==> config.mk <==
export PLATFORM = sky130hd
export DESIGN_NAME = prefetch_line_buffer
export DESIGN_NICKNAME = d
export VERILOG_FILES = /design/src/rtl/prefetch_line_buffer_pkg.sv /design/src/rtl/prefetch_line_buffer_line_store.sv /design/src/rtl/prefetch_line_buffer.sv
export SDC_FILE = /design/constraint.sdc
export NUM_CORES = 1
export LEC_CHECK = 0
export BUFFER_PORTS_ARGS = -buffer_cell sky130_fd_sc_hd__buf_2
export CAP_MARGIN = 15
export CORE_MARGIN = 2
export CORE_UTILIZATION = 30
export DETAILED_ROUTE_END_ITERATION = 8
export RECOVER_POWER = 100
export SLEW_MARGIN = 15
export SYNTH_ARGS = -nofsm -noshare
export SYNTH_HDL_FRONTEND = slang
export SYNTH_HIERARCHICAL = 1
export SYNTH_SLANG_ARGS = --single-unit
==> constraint.sdc <==
create_clock -name clk -period 15 [get_ports clk]
set_input_delay 3 -clock clk [delete_from_list [all_inputs] [get_ports clk]]
set_output_delay 3 -clock clk [all_outputs]
set_load 0.01 [all_outputs]
==> src/rtl/prefetch_line_buffer_pkg.sv <==
// Shared types and constants for the prefetch line buffer and its line store.
package prefetch_line_buffer_pkg;

  localparam int PF_LINE_BITS   = 256;
  localparam int PF_OFFSET_BITS = 5;

  typedef logic [26:0] pf_tag_t;

  typedef enum logic [1:0] {
    IDLE,
    HIT_RESP,
    DEMAND,
    PREFETCH
  } pfb_state_t;

  function automatic pf_tag_t pf_tag_of(input logic [31:0] addr);
    return addr[31:PF_OFFSET_BITS];
  endfunction

  function automatic logic [31:0] pf_sat_add(input logic [31:0] v, input logic [1:0] inc);
    logic [32:0] s;
    s = {1'b0, v} + {31'b0, inc};
    return s[32] ? 32'hFFFF_FFFF : s[31:0];
  endfunction

endpackage

==> src/rtl/prefetch_line_buffer_line_store.sv <==
// Fully-associative line store: valid/tag/data arrays, two tag lookup ports and
// round-robin (FIFO order) allocation.
module pf_line_store
  import prefetch_line_buffer_pkg::*;
#(
  parameter int NUM_ENTRIES = 2,
  parameter int LINE_BITS   = PF_LINE_BITS
) (
  input  logic                 clk,
  input  logic                 rst_n,
  input  pf_tag_t              lk_a_tag,
  output logic                 lk_a_hit,
  output logic [LINE_BITS-1:0] lk_a_data,
  input  pf_tag_t              lk_b_tag,
  output logic                 lk_b_hit,
  input  logic                 alloc_en,
  input  pf_tag_t              alloc_tag,
  input  logic [LINE_BITS-1:0] alloc_data
);

  localparam int PTR_W = (NUM_ENTRIES > 1) ? $clog2(NUM_ENTRIES) : 1;

  logic [NUM_ENTRIES-1:0] valid_q;
  logic [NUM_ENTRIES-1:0] hit_a_vec;
  logic [NUM_ENTRIES-1:0] hit_b_vec;
  pf_tag_t                tag_q  [NUM_ENTRIES];
  logic [LINE_BITS-1:0]   data_q [NUM_ENTRIES];
  logic [PTR_W-1:0]       ptr_q;

  for (genvar gi = 0; gi < NUM_ENTRIES; gi++) begin : g_cmp
    assign hit_a_vec[gi] = valid_q[gi] && (tag_q[gi] == lk_a_tag);
    assign hit_b_vec[gi] = valid_q[gi] && (tag_q[gi] == lk_b_tag);
  end

  assign lk_a_hit = |hit_a_vec;
  assign lk_b_hit = |hit_b_vec;

  // Tags are unique among valid entries, so an OR of the gated lines is the hit line.
  always_comb begin
    lk_a_data = '0;
    for (int i = 0; i < NUM_ENTRIES; i++) begin
      if (hit_a_vec[i]) lk_a_data = lk_a_data | data_q[i];
    end
  end

  always_ff @(posedge clk or negedge rst_n) begin
    if (!rst_n) begin
      valid_q <= '0;
      ptr_q   <= '0;
    end else if (alloc_en) begin
      valid_q[ptr_q] <= 1'b1;
      ptr_q          <= (ptr_q == PTR_W'(NUM_ENTRIES - 1)) ? '0 : ptr_q + 1'b1;
    end
  end

  always_ff @(posedge clk) begin
    if (alloc_en) begin
      tag_q[ptr_q]  <= alloc_tag;
      data_q[ptr_q] <= alloc_data;
    end
  end

endmodule

==> src/rtl/prefetch_line_buffer.sv <==
// Next-line prefetch buffer between the I-cache miss port and memory.
// Define PF_STATS_EN to add saturating issued/hit/drop counter outputs.
module prefetch_line_buffer
  import prefetch_line_buffer_pkg::*;
#(
  parameter int NUM_ENTRIES = 2,
  parameter int LINE_BITS   = PF_LINE_BITS
) (
  input  logic                 clk,
  input  logic                 rst_n,
  input  logic                 pf_valid,
  input  logic [31:0]          pf_addr,
  input  logic                 flush,
  input  logic [31:0]          cache_addr,
  input  logic                 cache_read,
  output logic [LINE_BITS-1:0] cache_rdata,
  output logic                 cache_resp,
  output logic [31:0]          mem_addr,
  output logic                 mem_read,
  input  logic [LINE_BITS-1:0] mem_rdata,
  input  logic                 mem_resp,
  output logic [31:0]          stream_addr
`ifdef PF_STATS_EN
  ,
  output logic [31:0]          pf_issued_cnt,
  output logic [31:0]          pf_hit_cnt,
  output logic [31:0]          pf_drop_cnt
`endif
);

  pfb_state_t           state_q;
  logic                 mem_read_q, flushed_q;
  logic [31:0]          mem_addr_q, stream_addr_q;
  logic [LINE_BITS-1:0] rdata_q;
  logic                 pend_valid_q, pend_valid_d;
  pf_tag_t              pend_tag_q, pend_tag_d;

  pf_tag_t              cache_tag, pf_tag, infl_tag;
  logic                 hit_a, hit_b;
  logic [LINE_BITS-1:0] hit_data;
  logic                 is_idle, is_prefetch, issue, pf_infl, pf_load;
  logic                 pf_done, pf_discard, infl_fwd, dem_done, alloc_en;
  logic                 unused_pf_offset;

  assign cache_tag        = pf_tag_of(cache_addr);
  assign pf_tag           = pf_tag_of(pf_addr);
  assign infl_tag         = pf_tag_of(mem_addr_q);
  assign unused_pf_offset = ^pf_addr[PF_OFFSET_BITS-1:0];

  assign is_idle     = (state_q == IDLE);
  assign is_prefetch = (state_q == PREFETCH);
  // A flush in the same cycle kills the pending request before it can issue.
  assign issue       = is_idle && !cache_read && pend_valid_q && !flush;
  assign pf_infl     = (is_prefetch && pf_tag == infl_tag) || (issue && pf_tag == pend_tag_q);
  assign pf_load     = pf_valid && !flush && !hit_b && !pf_infl;
  assign pf_done     = is_prefetch && mem_resp;
  assign pf_discard  = flushed_q || flush;
  assign infl_fwd    = pf_done && cache_read && (cache_tag == infl_tag);
  assign dem_done    = (state_q == DEMAND) && mem_resp;
  assign alloc_en    = pf_done && !pf_discard;

  pf_line_store #(
    .NUM_ENTRIES(NUM_ENTRIES),
    .LINE_BITS  (LINE_BITS)
  ) u_store (
    .clk       (clk),
    .rst_n     (rst_n),
    .lk_a_tag  (cache_tag),
    .lk_a_hit  (hit_a),
    .lk_a_data (hit_data),
    .lk_b_tag  (pf_tag),
    .lk_b_hit  (hit_b),
    .alloc_en  (alloc_en),
    .alloc_tag (infl_tag),
    .alloc_data(mem_rdata)
  );

  always_comb begin
    pend_valid_d = pend_valid_q;
    pend_tag_d   = pend_tag_q;
    if (flush) begin
      pend_valid_d = 1'b0;
    end else if (pf_load) begin
      pend_valid_d = 1'b1;
      pend_tag_d   = pf_tag;
    end else if (issue) begin
      pend_valid_d = 1'b0;
    end
  end

  always_ff @(posedge clk or negedge rst_n) begin
    if (!rst_n) begin
      state_q       <= IDLE;
      mem_read_q    <= 1'b0;
      mem_addr_q    <= '0;
      stream_addr_q <= '0;
      rdata_q       <= '0;
      flushed_q     <= 1'b0;
      pend_valid_q  <= 1'b0;
      pend_tag_q    <= '0;
    end else begin
      pend_valid_q <= pend_valid_d;
      pend_tag_q   <= pend_tag_d;
      case (state_q)
        IDLE: begin
          if (cache_read && hit_a) begin
            state_q <= HIT_RESP;
            rdata_q <= hit_data;
          end else if (cache_read) begin
            state_q       <= DEMAND;
            mem_read_q    <= 1'b1;
            mem_addr_q    <= cache_addr;
            stream_addr_q <= cache_addr;
          end else if (issue) begin
            state_q    <= PREFETCH;
            mem_read_q <= 1'b1;
            mem_addr_q <= {pend_tag_q, {PF_OFFSET_BITS{1'b0}}};
            flushed_q  <= 1'b0;
          end
        end
        HIT_RESP: state_q <= IDLE;
        DEMAND: begin
          if (mem_resp) begin
            state_q    <= IDLE;
            mem_read_q <= 1'b0;
          end
        end
        PREFETCH: begin
          if (mem_resp) begin
            state_q    <= IDLE;
            mem_read_q <= 1'b0;
            flushed_q  <= 1'b0;
          end else if (flush) begin
            flushed_q <= 1'b1;
          end
        end
      endcase
    end
  end

  // Memory-sourced responses bypass the registered hit data in the mem_resp cycle.
  assign cache_resp  = (state_q == HIT_RESP) || dem_done || infl_fwd;
  assign cache_rdata = (dem_done || infl_fwd) ? mem_rdata : rdata_q;
  assign mem_read    = mem_read_q;
  assign mem_addr    = mem_addr_q;
  assign stream_addr = stream_addr_q;

`ifdef PF_STATS_EN
  logic [31:0] issued_q, hits_q, drops_q;
  logic        pend_drop, resp_drop, hit_evt;

  assign pend_drop = pend_valid_q && (flush || (pf_load && !issue));
  assign resp_drop = pf_done && pf_discard;
  assign hit_evt   = (is_idle && cache_read && hit_a) || infl_fwd;

  always_ff @(posedge clk or negedge rst_n) begin
    if (!rst_n) begin
      issued_q <= '0;
      hits_q   <= '0;
      drops_q  <= '0;
    end else begin
      issued_q <= pf_sat_add(issued_q, {1'b0, issue});
      hits_q   <= pf_sat_add(hits_q, {1'b0, hit_evt});
      drops_q  <= pf_sat_add(drops_q, {1'b0, pend_drop} + {1'b0, resp_drop});
    end
  end

  assign pf_issued_cnt = issued_q;
  assign pf_hit_cnt    = hits_q;
  assign pf_drop_cnt   = drops_q;
`endif

endmodule

==> run metrics, run 1 <==
Post-CTS Setup Inserts=0; CTS clock-pin slew for the worst setup and hold paths=0.06 ns; worst hold path class=register to register; Clock Power Share=41.3%; post-synth top area cell=edfxtp_1; Slew HR=-422.2%; DRC=0; Max FO, Critical Path=58; largest net degree at the start of global routing=143; Post-Synthesis Cell Area=43180 sq um; post-synth top area share=39.36%; vias in the first global route=30160; synth warn=6; Critical Path Sink Type=register; combinational power share=11.1%; CTS tree=done; RSZ-0062 raised after global routing=false; Clock Tree Root=clkbuf_16; violated checks=capacitance limit, slew limit; max-cap violations=19; via count=30340; insertion delay to the later sink of the worst-skew pair=0.72 ns; Setup crit start kind=input port; syn nets=3775; Initial DRT Pass Iterations=5; final instance area=50470 sq um; number of vias per cell=5.103; CTS H-tree depth=3; share of cells above drive strength 1=19.80%; Lkg Pwr=17.83 nW; Cell Pwr Density=121.4 nW/um^2; setup_tns=0 ns; clk_skew=0.02913 ns; Clock Tree Buf Depth=3; P_sw=1.587 mW; placed inst area=48000 sq um; CP dominant cell by count=clkbuf_1; max incr delay on CP=2.82 ns; I/O pin count=648; crit path from=mem_resp; cts repair resizes=0; Period minus WS final=11.48 ns; Hold Vio Cnt, Final=0; Final Cycle Share=76.54%; first-pass GRT wire length=196100 um; HPWL Detailed=78220 um; Port Buffer Count=642; initial antenna violation count=6; Chip Height=383.4 um; Least-Margin Pin Slew=7.832 ns; Routed Antenna Nets=0; Tot GR Track Use=17.34%; fillers=14400; Peak supply drop=94.52 uV; CTS hold repair buffers=0; Bufs and invs on worst path=4; total die area=147000 sq um; fin. max-slew vios=1036; #FFs+latches synth=921; Avg Inst Size Synth=12.52 sq um; CP required=15.33 ns; cells after synthesis=3449; outcome=finished with violations; Final Wtd Congestion=0.8523; Internal=4.539 mW; Place WS=5.782 ns; crit path max-delay cell type=and2_0; hold path start=rdata_q[212]$_DFFE_PN0P_; DRT Wirelength=131700 um; library cells used by synthesis=37; FP Rows=139; FMAX=87.10 MHz; CP top delay family=buffers and inverters; RR Startpoint=state_q[1]$_DFFE_PN0P_; final setup fails=0; clk sinks=921; crit-path cells=clkbuf_1 > nand3_1 > nor3_1 > and2_0 > clkbuf_1 > clkbuf_1 > buf_4; Area growth syn-to-layout=16.88%; Synth area leaders=edfxtp_1, dfrtp_1, nand2_1; Crit Path Class=input port to register; flop2flop setup slack=5.58 ns; Initial Util=30.13%; post-route setup slack=3.519 ns; # nets final=4276; DRT iter0 DRCs=2058; total grt overflow=0; DR WL/cell=22.15 um; Power, Total=6.126 mW; Net Sw Frac=25.91%; TritonCTS buffer count=103; die width=383.4 um; Critical Path AT=11.81 ns; share of power burned in registers=47.5%; Seq/Total Area, Yosys=59.93%; core area=143300 sq um
-- tightest hold or removal path, delay by kind of cell, from the launching register on --
| family | cells | cell delay [ns] |
|---|---|---|
| flip-flops | 1 | 0.34 |
| AND/OR/NAND/NOR | 2 | 0.10 |
-- kinds of logic (layout without fill, tap and decap cells) --
kind of cell / Yosys count / in the layout / synth area share [%]
flops: 921 / 921 / 59.93
simple gates: 1395 / 1395 / 14.21
xor+xnor: 190 / 190 / 3.854
buf+inv: 302 / 893 / 3.254
compound gates: 299 / 299 / 9.753
mux: 342 / 342 / 9.005
other cells: 0 / 3 / 0
-- layout make-up --
cell class	count	area (sq um)	share of cell area (%)
antenna	3	7.507	0.01487
clock buffer	163	3024	5.992
clock inverter	32	360.3	0.7139
inverter	3	11.26	0.02231
multi-input combinational	2226	15850	31.41
sequential	921	25880	51.28
tap	1903	2381	4.718
timing repair buffer	695	2957	5.858
-- cells in the mapped netlist, drive strengths merged --
master,instances
nor4,23
and2,1
nand4,286
o32ai,256
or2,2
nand3,8
a22o,5
clkbuf,198
nor2,4
nor3,3
o31ai,1
o211ai,1
nand2b,3
and3,1
o21ai,31
mux2,315
a21oi,2
xnor2,114
a31oi,1
buf,101
or4,5
o22ai,2
mux2i,27
xor2,76
nand2,1057
edfxtp,566
inv,3
dfrtp,355
nor2b,2
-- per-stage QoR --
step           utilization, %  hold slack, ns  instances
4_1_cts                 35.86          0.4724       5943
3_5_place_dp            33.50          0.4564       5748
2_1_floorplan               -          0.4403       3449
6_report                35.22          0.4679       5946
3_3_place_gp            33.50          0.4537       5748
5_1_grt                 35.22          0.4857       5944
-- per-layer routing --
| metal | global-route usage, % | vias to the layer above | share of wire, % |
|---|---|---|---|
| li1 | - | 13630 | - |
| met1 | 22.97 | 15510 | 43 |
| met2 | 29.07 | 1029 | 49 |
| met3 | 2.908 | 162 | 5.9 |
| met4 | 5.134 | 8 | 2.4 |
| met5 | 0 | - | 0.035 |
-- cell usage in the layout, fill, tap and decap left out, drive strengths merged --
cell type and instances:
nand2 1057, clkbuf 719, edfxtp 566, dfrtp 355, mux2 315, nand4 286, o32ai 256, buf 139
xnor2 114, xor2 76, o21ai 31, mux2i 27, nor4 23, clkinv 21, nand3 8, inv 8
a22o 5, bufinv 5, or4 5, nor2 4, diode 3, nor3 3, nand2b 3, nor2b 2
a21oi 2, o22ai 2, or2 2, a31oi 1, and3 1, o31ai 1, o211ai 1, clkinvlp 1
and2 1
-- power by group through the flow --
stage | combinational (mW) | clock (mW) | sequential, mW
2_1_floorplan | 0.359 | 0 | 2.96
3_3_place_gp | 0.726 | 0 | 2.96
3_5_place_dp | 0.734 | 0 | 2.96
4_1_cts | 0.737 | 2.59 | 2.91
5_1_grt | 0.732 | 2.68 | 2.92
6_report | 0.682 | 2.53 | 2.91
-- worst paths after layout --
path                                                    endpoint  cells past startpoint
worst max-delay path            u_store/data_q[1][153]$_DFFE_PP_                      7
worst min register to register          rdata_q[212]$_DFFE_PN0P_                      2
min in group asynchronous               rdata_q[151]$_DFFE_PN0P_                      1
worst min-delay path                    rdata_q[212]$_DFFE_PN0P_                      2
worst max register to register  u_store/data_q[1][153]$_DFFE_PP_                      6
max in group asynchronous               mem_addr[19]$_DFFE_PN0P_                      4
-- state kept, by name, indices dropped and copies added, names as in the netlist, 2 cells and up --
name	count
u_store/data_q	512
rdata_q	256
u_store/tag_q	54
mem_addr	32
stream_addr	32
pend_tag_q	27
state_q	2
u_store/valid_q	2
No activity file was read; power rests on OpenSTA's default activity.
==> inputs of run 2 (changes only) <==
Clock period 15 ns to 11.4 ns, I/O delays scaled along.
==> run 2 against run 1 <==
Compared with the run above:
- the run still ends with capacitance limit, slew limit left
- clock power increased by 30%
- utilization about the same
- first-iteration DRC count decreased by 4.9%
- global-route usage about the same
- routed wire length decreased by 0.35%
- worst setup slack got worse by 1.2 ns
- sequential cell count unchanged
- non-clock buffer count decreased by 9
- sequential power increased by 32%
- total power increased by 31%
==> run metrics, run 2 (same netlist as run 1, synthesis figures left out) <==
violated checks=capacitance limit, slew limit (unchanged); setup_tns=0 ns (unchanged); CTS tree=done (unchanged); crit-path cells=buf_2 > clkbuf_1 > nand3_1 > nor3_1 > a31oi_1 > buf_12 > mux2_1 > buf_2 (was clkbuf_1 > nand3_1 > nor3_1 > and2_0 > clkbuf_1 > clkbuf_1 > buf_4); Critical Path Sink Type=primary output (was register); Post-CTS Setup Inserts=0 (unchanged); Peak supply drop=113.3 uV (was 94.52 uV); number of vias per cell=5.115 (was 5.103); Max FO, Critical Path=142 (was 58); Clock Tree Buf Depth=3 (unchanged); Crit Path Class=input port to primary output (was input port to register); worst hold path class=register to register (unchanged); max incr delay on CP=1.92 ns (was 2.82 ns); insertion delay to the later sink of the worst-skew pair=0.71 ns (was 0.72 ns); max reg flops=512 (unchanged); Chip Height=383.4 um (unchanged); Slew HR=-210.7% (was -422.2%); FMAX=110.3 MHz; clk_skew=0.02268 ns (was 0.02913 ns); Tot GR Track Use=17.37% (was 17.34%); CP top delay family=buffers and inverters (unchanged); commonest non-fill, non-tap cell in the layout=nand2_1 (unchanged); share of cells above drive strength 1=19.57% (was 19.80%); Port Buffer Count=642 (unchanged); Place WS=3.972 ns (was 5.782 ns); Power, Total=8.013 mW (was 6.126 mW); Routed Antenna Nets=0 (unchanged); CP dominant cell by count=buf_2 (was clkbuf_1); top flop regs=u_store/data_q x512, rdata_q x256, u_store/tag_q x54 (unchanged); Least-Margin Pin Slew=4.661 ns (was 7.832 ns); Clock Tree Root=clkbuf_16 (unchanged); CTS clock-pin slew for the worst setup and hold paths=0.06 ns (about the same); Period minus WS final=9.062 ns; via count=30370 (was 30340); die width=383.4 um (unchanged); total die area=147000 sq um (unchanged); DRT iter0 DRCs=1958 (was 2058); Hold Vio Cnt, Final=0 (unchanged); initial antenna violation count=14 (was 6); Cell Pwr Density=158.9 nW/um^2 (was 121.4 nW/um^2); CTS H-tree depth=3 (unchanged); Critical Path AT=6.78 ns (was 11.81 ns); DRC=0 (unchanged); final setup fails=0 (unchanged); Final Cycle Share=79.50%; crit path max-delay cell type=clkbuf_1 (was and2_0); # nets final=4267 (was 4276); DRT Wirelength=131200 um (was 131700 um); Final Wtd Congestion=0.8513 (was 0.8523); Bufs and invs on worst path=4 (unchanged); max-cap violations=14 (was 19); Initial DRT Pass Iterations=5 (unchanged); post-route setup slack=2.338 ns (was 3.519 ns); TritonCTS buffer count=103 (unchanged); RSZ-0062 raised after global routing=false (unchanged); I/O pin count=648 (unchanged); total grt overflow=0 (unchanged); Area growth syn-to-layout=16.79% (was 16.88%); core area=143300 sq um (unchanged); commonest non-fill, non-tap cells in the layout=nand2_1, clkbuf_1, edfxtp_1 (unchanged); Initial Util=30.13% (unchanged); fin. max-slew vios=811 (was 1036); largest register by flop count=u_store/data_q (unchanged); vias in the first global route=30660 (was 30160); outcome=finished with violations (unchanged); DR WL/cell=22.11 um (was 22.15 um); largest net degree at the start of global routing=147 (was 143); cts repair resizes=0 (unchanged); HPWL Detailed=77150 um (was 78220 um); CTS hold repair buffers=0 (unchanged); Setup crit start kind=input port (unchanged); CP required=9.12 ns (was 15.33 ns); first-pass GRT wire length=197500 um (was 196100 um); Lkg Pwr=17.80 nW (was 17.83 nW); clk sinks=921 (unchanged); FP Rows=139 (unchanged)
-- run 2: cell types whose count changed in the layout (fill, tap and decap cells not counted), sizes merged --
cell      previous run  this run
clkbuf             719       693
clkinv              21        36
clkinvlp             1         5
buf                139       137
diode                3         2
-- run 2: power breakdown --
group / internal, mW / switching [mW] / leakage (nW)
sequential: 3.69 / 0.145 / 9.86
clock: 1.88 / 1.41 / 1.60
combinational: 0.350 / 0.544 / 6.34
-- run 2: metal layers --
layer	track usage, %	share of wire, %	vias to the layer above
met5	0	0.13	-
met4	5.737	2.8	24
met3	3.185	6.0	204
met2	28.99	49	1038
met1	22.71	42	15480
li1	-	-	13620
-- run 2: worst paths after layout --
check | slack (ns) | end | cells past startpoint | from
setup / recovery | 2.34 | cache_rdata[203] | 8 | cache_read
hold / removal | 0.47 | rdata_q[153]$_DFFE_PN0P_ | 2 | rdata_q[153]$_DFFE_PN0P_
setup reg to reg | 3.66 | u_store/data_q[1][111]$_DFFE_PP_ | 4 | state_q[1]$_DFFE_PN0P_
hold reg to reg | 0.47 | rdata_q[153]$_DFFE_PN0P_ | 2 | rdata_q[153]$_DFFE_PN0P_
max in group asynchronous | 3.81 | mem_addr[15]$_DFFE_PN0P_ | 3 | rst_n
min in group asynchronous | 3.22 | rdata_q[156]$_DFFE_PN0P_ | 1 | rst_n
-- run 2: tightest hold or removal path, cell delays in order (launching register included) --
cell and delay [ns]:
dfrtp_1 0.34, nand2_1 0.05, nand2_1 0.05
-- run 2: final cells by class --
type / count / area, sq um
diodes: 2 / 5.005
well taps: 1903 / 2381
clock buffers: 144 / 2884
inverters: 3 / 11.26
flip-flops and latches: 921 / 25880
clock inverters: 51 / 435.4
repair buffers: 686 / 2975
fillers: 14410 / 92870
multi-input cells: 2226 / 15860
-- run 2: per-stage QoR --
| step | util [%] | hold slack (ns) | cell area, sq um | instances |
|---|---|---|---|---|
| after CTS | 35.82 | 0.4718 | 51330 | 5934 |
| after floorplan | - | 0.4403 | 43190 | 3449 |
| after global placement | 33.50 | 0.4535 | 48010 | 5739 |
| after detailed placement | 33.50 | 0.4564 | 48010 | 5739 |
| after global routing | 35.19 | 0.4894 | 50440 | 5936 |
| final | 35.19 | 0.4674 | 50440 | 5936 |
==> inputs of run 3 (changes only) <==
Settings changed: ABC_AREA set to 1.
Clock period 11.4 ns to 9.05 ns, I/O delays scaled along.
==> run 3 against run 2 <==
Compared with the run above:
- the run still ends with capacitance limit, slew limit left
- total power rose by 26%
- count of clock-buffer cells in the layout fell by 9
- critical path type is now input port to register
- worst setup slack got worse by 0.91 ns
- final area fell by 3.9%
- utilization rose by 0.16 points
==> run metrics, run 3 <==
share of power burned in registers=47.5% (was 47.8%); Post-Synthesis Cell Area=41380 sq um (was 43180 sq um); commonest non-fill, non-tap cells in the layout=nand2_1, clkbuf_1, edfxtp_1 (unchanged); DRT iter0 DRCs=3303 (was 1958); largest register by flop count=u_store/data_q (unchanged); post-synthesis async set-or-reset flop share=38.55% (unchanged); Bufs and invs on worst path=5 (was 4); crit path max-delay cell type=clkbuf_1 (unchanged); Hold Vio Cnt, Final=0 (unchanged); max reg flops=512 (unchanged); vias in the first global route=31840 (was 30660); clk sinks=921 (unchanged); final setup fails=0 (unchanged); Post-CTS Setup Inserts=0 (unchanged); clk_skew=0.03073 ns (was 0.02268 ns); M1 GR Usage=25.06% (was 22.71%); crit-path cells=clkbuf_1 > clkbuf_1 > nand3_4 > clkbuf_1 > buf_4 > buf_4 > nand2_1 > nand2_1 (was buf_2 > clkbuf_1 > nand3_1 > nor3_1 > a31oi_1 > buf_12 > mux2_1 > buf_2); library cells used by synthesis=32 (was 37); Cell Pwr Density=208.6 nW/um^2 (was 158.9 nW/um^2); setup_tns=0 ns (unchanged); fillers=14230 (was 14410); CTS hold repair buffers=0 (unchanged); CP top delay family=buffers and inverters (unchanged); RSZ-0062 raised after global routing=false (unchanged); share of cells above drive strength 1=5.391% (was 19.57%); Critical Path Sink Type=register (was primary output); Seq/Total Area, Yosys=62.54% (was 59.93%); Critical Path AT=8.29 ns (was 6.78 ns); first-pass GRT wire length=199900 um (was 197500 um); M2 GR Usage=29.02% (was 28.99%); Initial Util=30.17% (was 30.13%); post-synth top area share=41.07% (was 39.36%); Tot GR Track Use=18.56% (was 17.37%); TritonCTS buffer count=101 (was 103); number of vias per cell=4.785 (was 5.115); Synth top cells by count=nand2_1, edfxtp_1, nand3_1, dfrtp_1, inv_1 (was nand2_1, edfxtp_1, dfrtp_1, mux2_2, nand4_1); P_sw=2.788 mW (was 2.095 mW); Final Cycle Share=84.24%; Setup crit start kind=input port (unchanged); insertion delay to the later sink of the worst-skew pair=0.73 ns (was 0.71 ns); total grt overflow=0 (unchanged); FMAX=131.2 MHz; largest net degree at the start of global routing=152 (was 147); Synth Flop Type=edfxtp_1 (unchanged); Least-Margin Pin Slew=5.339 ns (was 4.661 ns); CTS tree=done (unchanged); synth warn=6 (unchanged); post-synth top area cell=edfxtp_1 (unchanged); max incr delay on CP=2.60 ns (was 1.92 ns); commonest non-fill, non-tap cell in the layout=nand2_1 (unchanged); Clock Power Share=41.3% (was 41.0%); Clock Tree Root=clkbuf_16 (unchanged); outcome=finished with violations (unchanged); worst hold path class=register to register (unchanged); Slew HR=-255.9% (was -210.7%); Area growth syn-to-layout=17.19% (was 16.79%); die width=375.4 um (was 383.4 um); # nets final=5432 (was 4267); DRT Wirelength=134300 um (was 131200 um); top flop regs=u_store/data_q x512, rdata_q x256, u_store/tag_q x54 (unchanged); Routed Antenna Nets=0 (unchanged); Post-synth EDFFs=566 (unchanged); Period minus WS final=7.623 ns; via count=33460 (was 30370); I/O pin count=648 (unchanged); GR peak layer=met2 (unchanged); Internal=7.328 mW (was 5.918 mW); CP dominant cell by count=clkbuf_1 (was buf_2); Max FO, Critical Path=72 (was 142); Net Sw Frac=27.56% (was 26.14%); Crit Path Class=input port to register (was input port to primary output); Final Wtd Congestion=0.9405 (was 0.8513); Lkg Pwr=22.07 nW (was 17.80 nW); HPWL Detailed=84620 um (was 77150 um); CP required=9.71 ns (was 9.12 ns); Power, Total=10.12 mW (was 8.013 mW); CTS H-tree depth=3 (unchanged); Synth area leaders=edfxtp_1, dfrtp_1, nand2_1 (unchanged); DRC=0 (unchanged); GR Util met3=4.831% (was 3.185%); most frequent cell after synthesis=nand2_1 (unchanged); cells after synthesis=4568 (was 3449); #FFs+latches synth=921 (unchanged); initial antenna violation count=23 (was 14); DR WL/cell=19.21 um (was 22.11 um); syn nets=4894 (was 3775); Clock Tree Buf Depth=3 (unchanged); Port Buffer Count=642 (unchanged); fin. max-slew vios=856 (was 811); total die area=140900 sq um (was 147000 sq um); FP Rows=136 (was 139); CTS clock-pin slew for the worst setup and hold paths=0.06 ns (about the same); combinational power share=11.2% (about the same); cts repair resizes=0 (unchanged); Avg Inst Size Synth=9.059 sq um (was 12.52 sq um); Initial DRT Pass Iterations=6 (was 5); Peak supply drop=142.7 uV (was 113.3 uV); max-cap violations=12 (was 14); violated checks=capacitance limit, slew limit (unchanged); Chip Height=375.4 um (was 383.4 um); core area=137200 sq um (was 143300 sq um)
[run 3: cell families after synthesis]
| logic type | after synthesis | share of synthesized area [%] |
|---|---|---|
| xor gates and xnor gates | 51 | 1.079 |
| AOI/OAI and AO/OA | 100 | 1.376 |
| DFF | 921 | 62.54 |
| buffers and inverters | 473 | 5.509 |
| and+or+nand+nor | 3023 | 29.49 |
[run 3: worst paths after layout]
path / startpoint / to / slack [ns] / cells past startpoint
min: mem_addr[2]$_DFFE_PN0P_ / mem_addr[2]$_DFFE_PN0P_ / 0.47 / 2
min reg2reg: mem_addr[2]$_DFFE_PN0P_ / mem_addr[2]$_DFFE_PN0P_ / 0.47 / 2
max: cache_read / rdata_q[223]$_DFFE_PN0P_ / 1.43 / 8
min in group asynchronous: rst_n / rdata_q[26]$_DFFE_PN0P_ / 3.05 / 1
max reg2reg: state_q[1]$_DFFE_PN0P_ / u_store/data_q[0][57]$_DFFE_PP_ / 2.52 / 6
max in group asynchronous: rst_n / rdata_q[155]$_DFFE_PN0P_ / 2.25 / 2
[run 3: final cells by class]
type                    count  area (sq um)  area share [%]
inverters                 225         859.6           1.773
flip-flops and latches    921         25880           53.37
repair buffers            683          2855           5.888
well taps                1794          2245           4.629
multi-input cells        3174         13270           27.35
clock buffers             135          2796           5.767
clock inverters            56         581.8           1.200
diodes                      4         10.01         0.02064
[run 3: power by group through the flow]
| stage | registers [mW] | clock network [mW] | logic [mW] |
|---|---|---|---|
| after detailed placement | 4.88 | 0 | 1.20 |
| after global routing | 4.82 | 4.45 | 1.25 |
| after floorplan | 4.87 | 0 | 0.552 |
| after CTS | 4.80 | 4.29 | 1.20 |
| final | 4.81 | 4.18 | 1.13 |
| after global placement | 4.88 | 0 | 1.18 |
[run 3: per-stage QoR]
stage                     area (sq um)  hold WS, ns  cells  util [%]  worst slack [ns]
after floorplan                  41390       0.4338   4568         -            0.5717
after global placement           45950       0.4512   6797     33.50             2.208
after detailed placement         45950       0.4528   6797     33.50             2.172
after CTS                        49320       0.4675   6988     35.96             2.169
after global routing             48490       0.4920   6991     35.36             1.078
final                            48490       0.4744   6992     35.36             1.427
[run 3: layer usage]
layer | wire (um) | vias up
li1 | - | 15790
met3 | 12600 | 206
met5 | 111 | -
met4 | 3602 | 16
met1 | 57300 | 16030
met2 | 60730 | 1415
[run 3: worst reg2reg max path: cells and delay by family (launching register included)]
kind,cells,cell delay (ns)
DFF,1,0.54
buffers and inverters,3,3.61
and+or+nand+nor,3,1.45
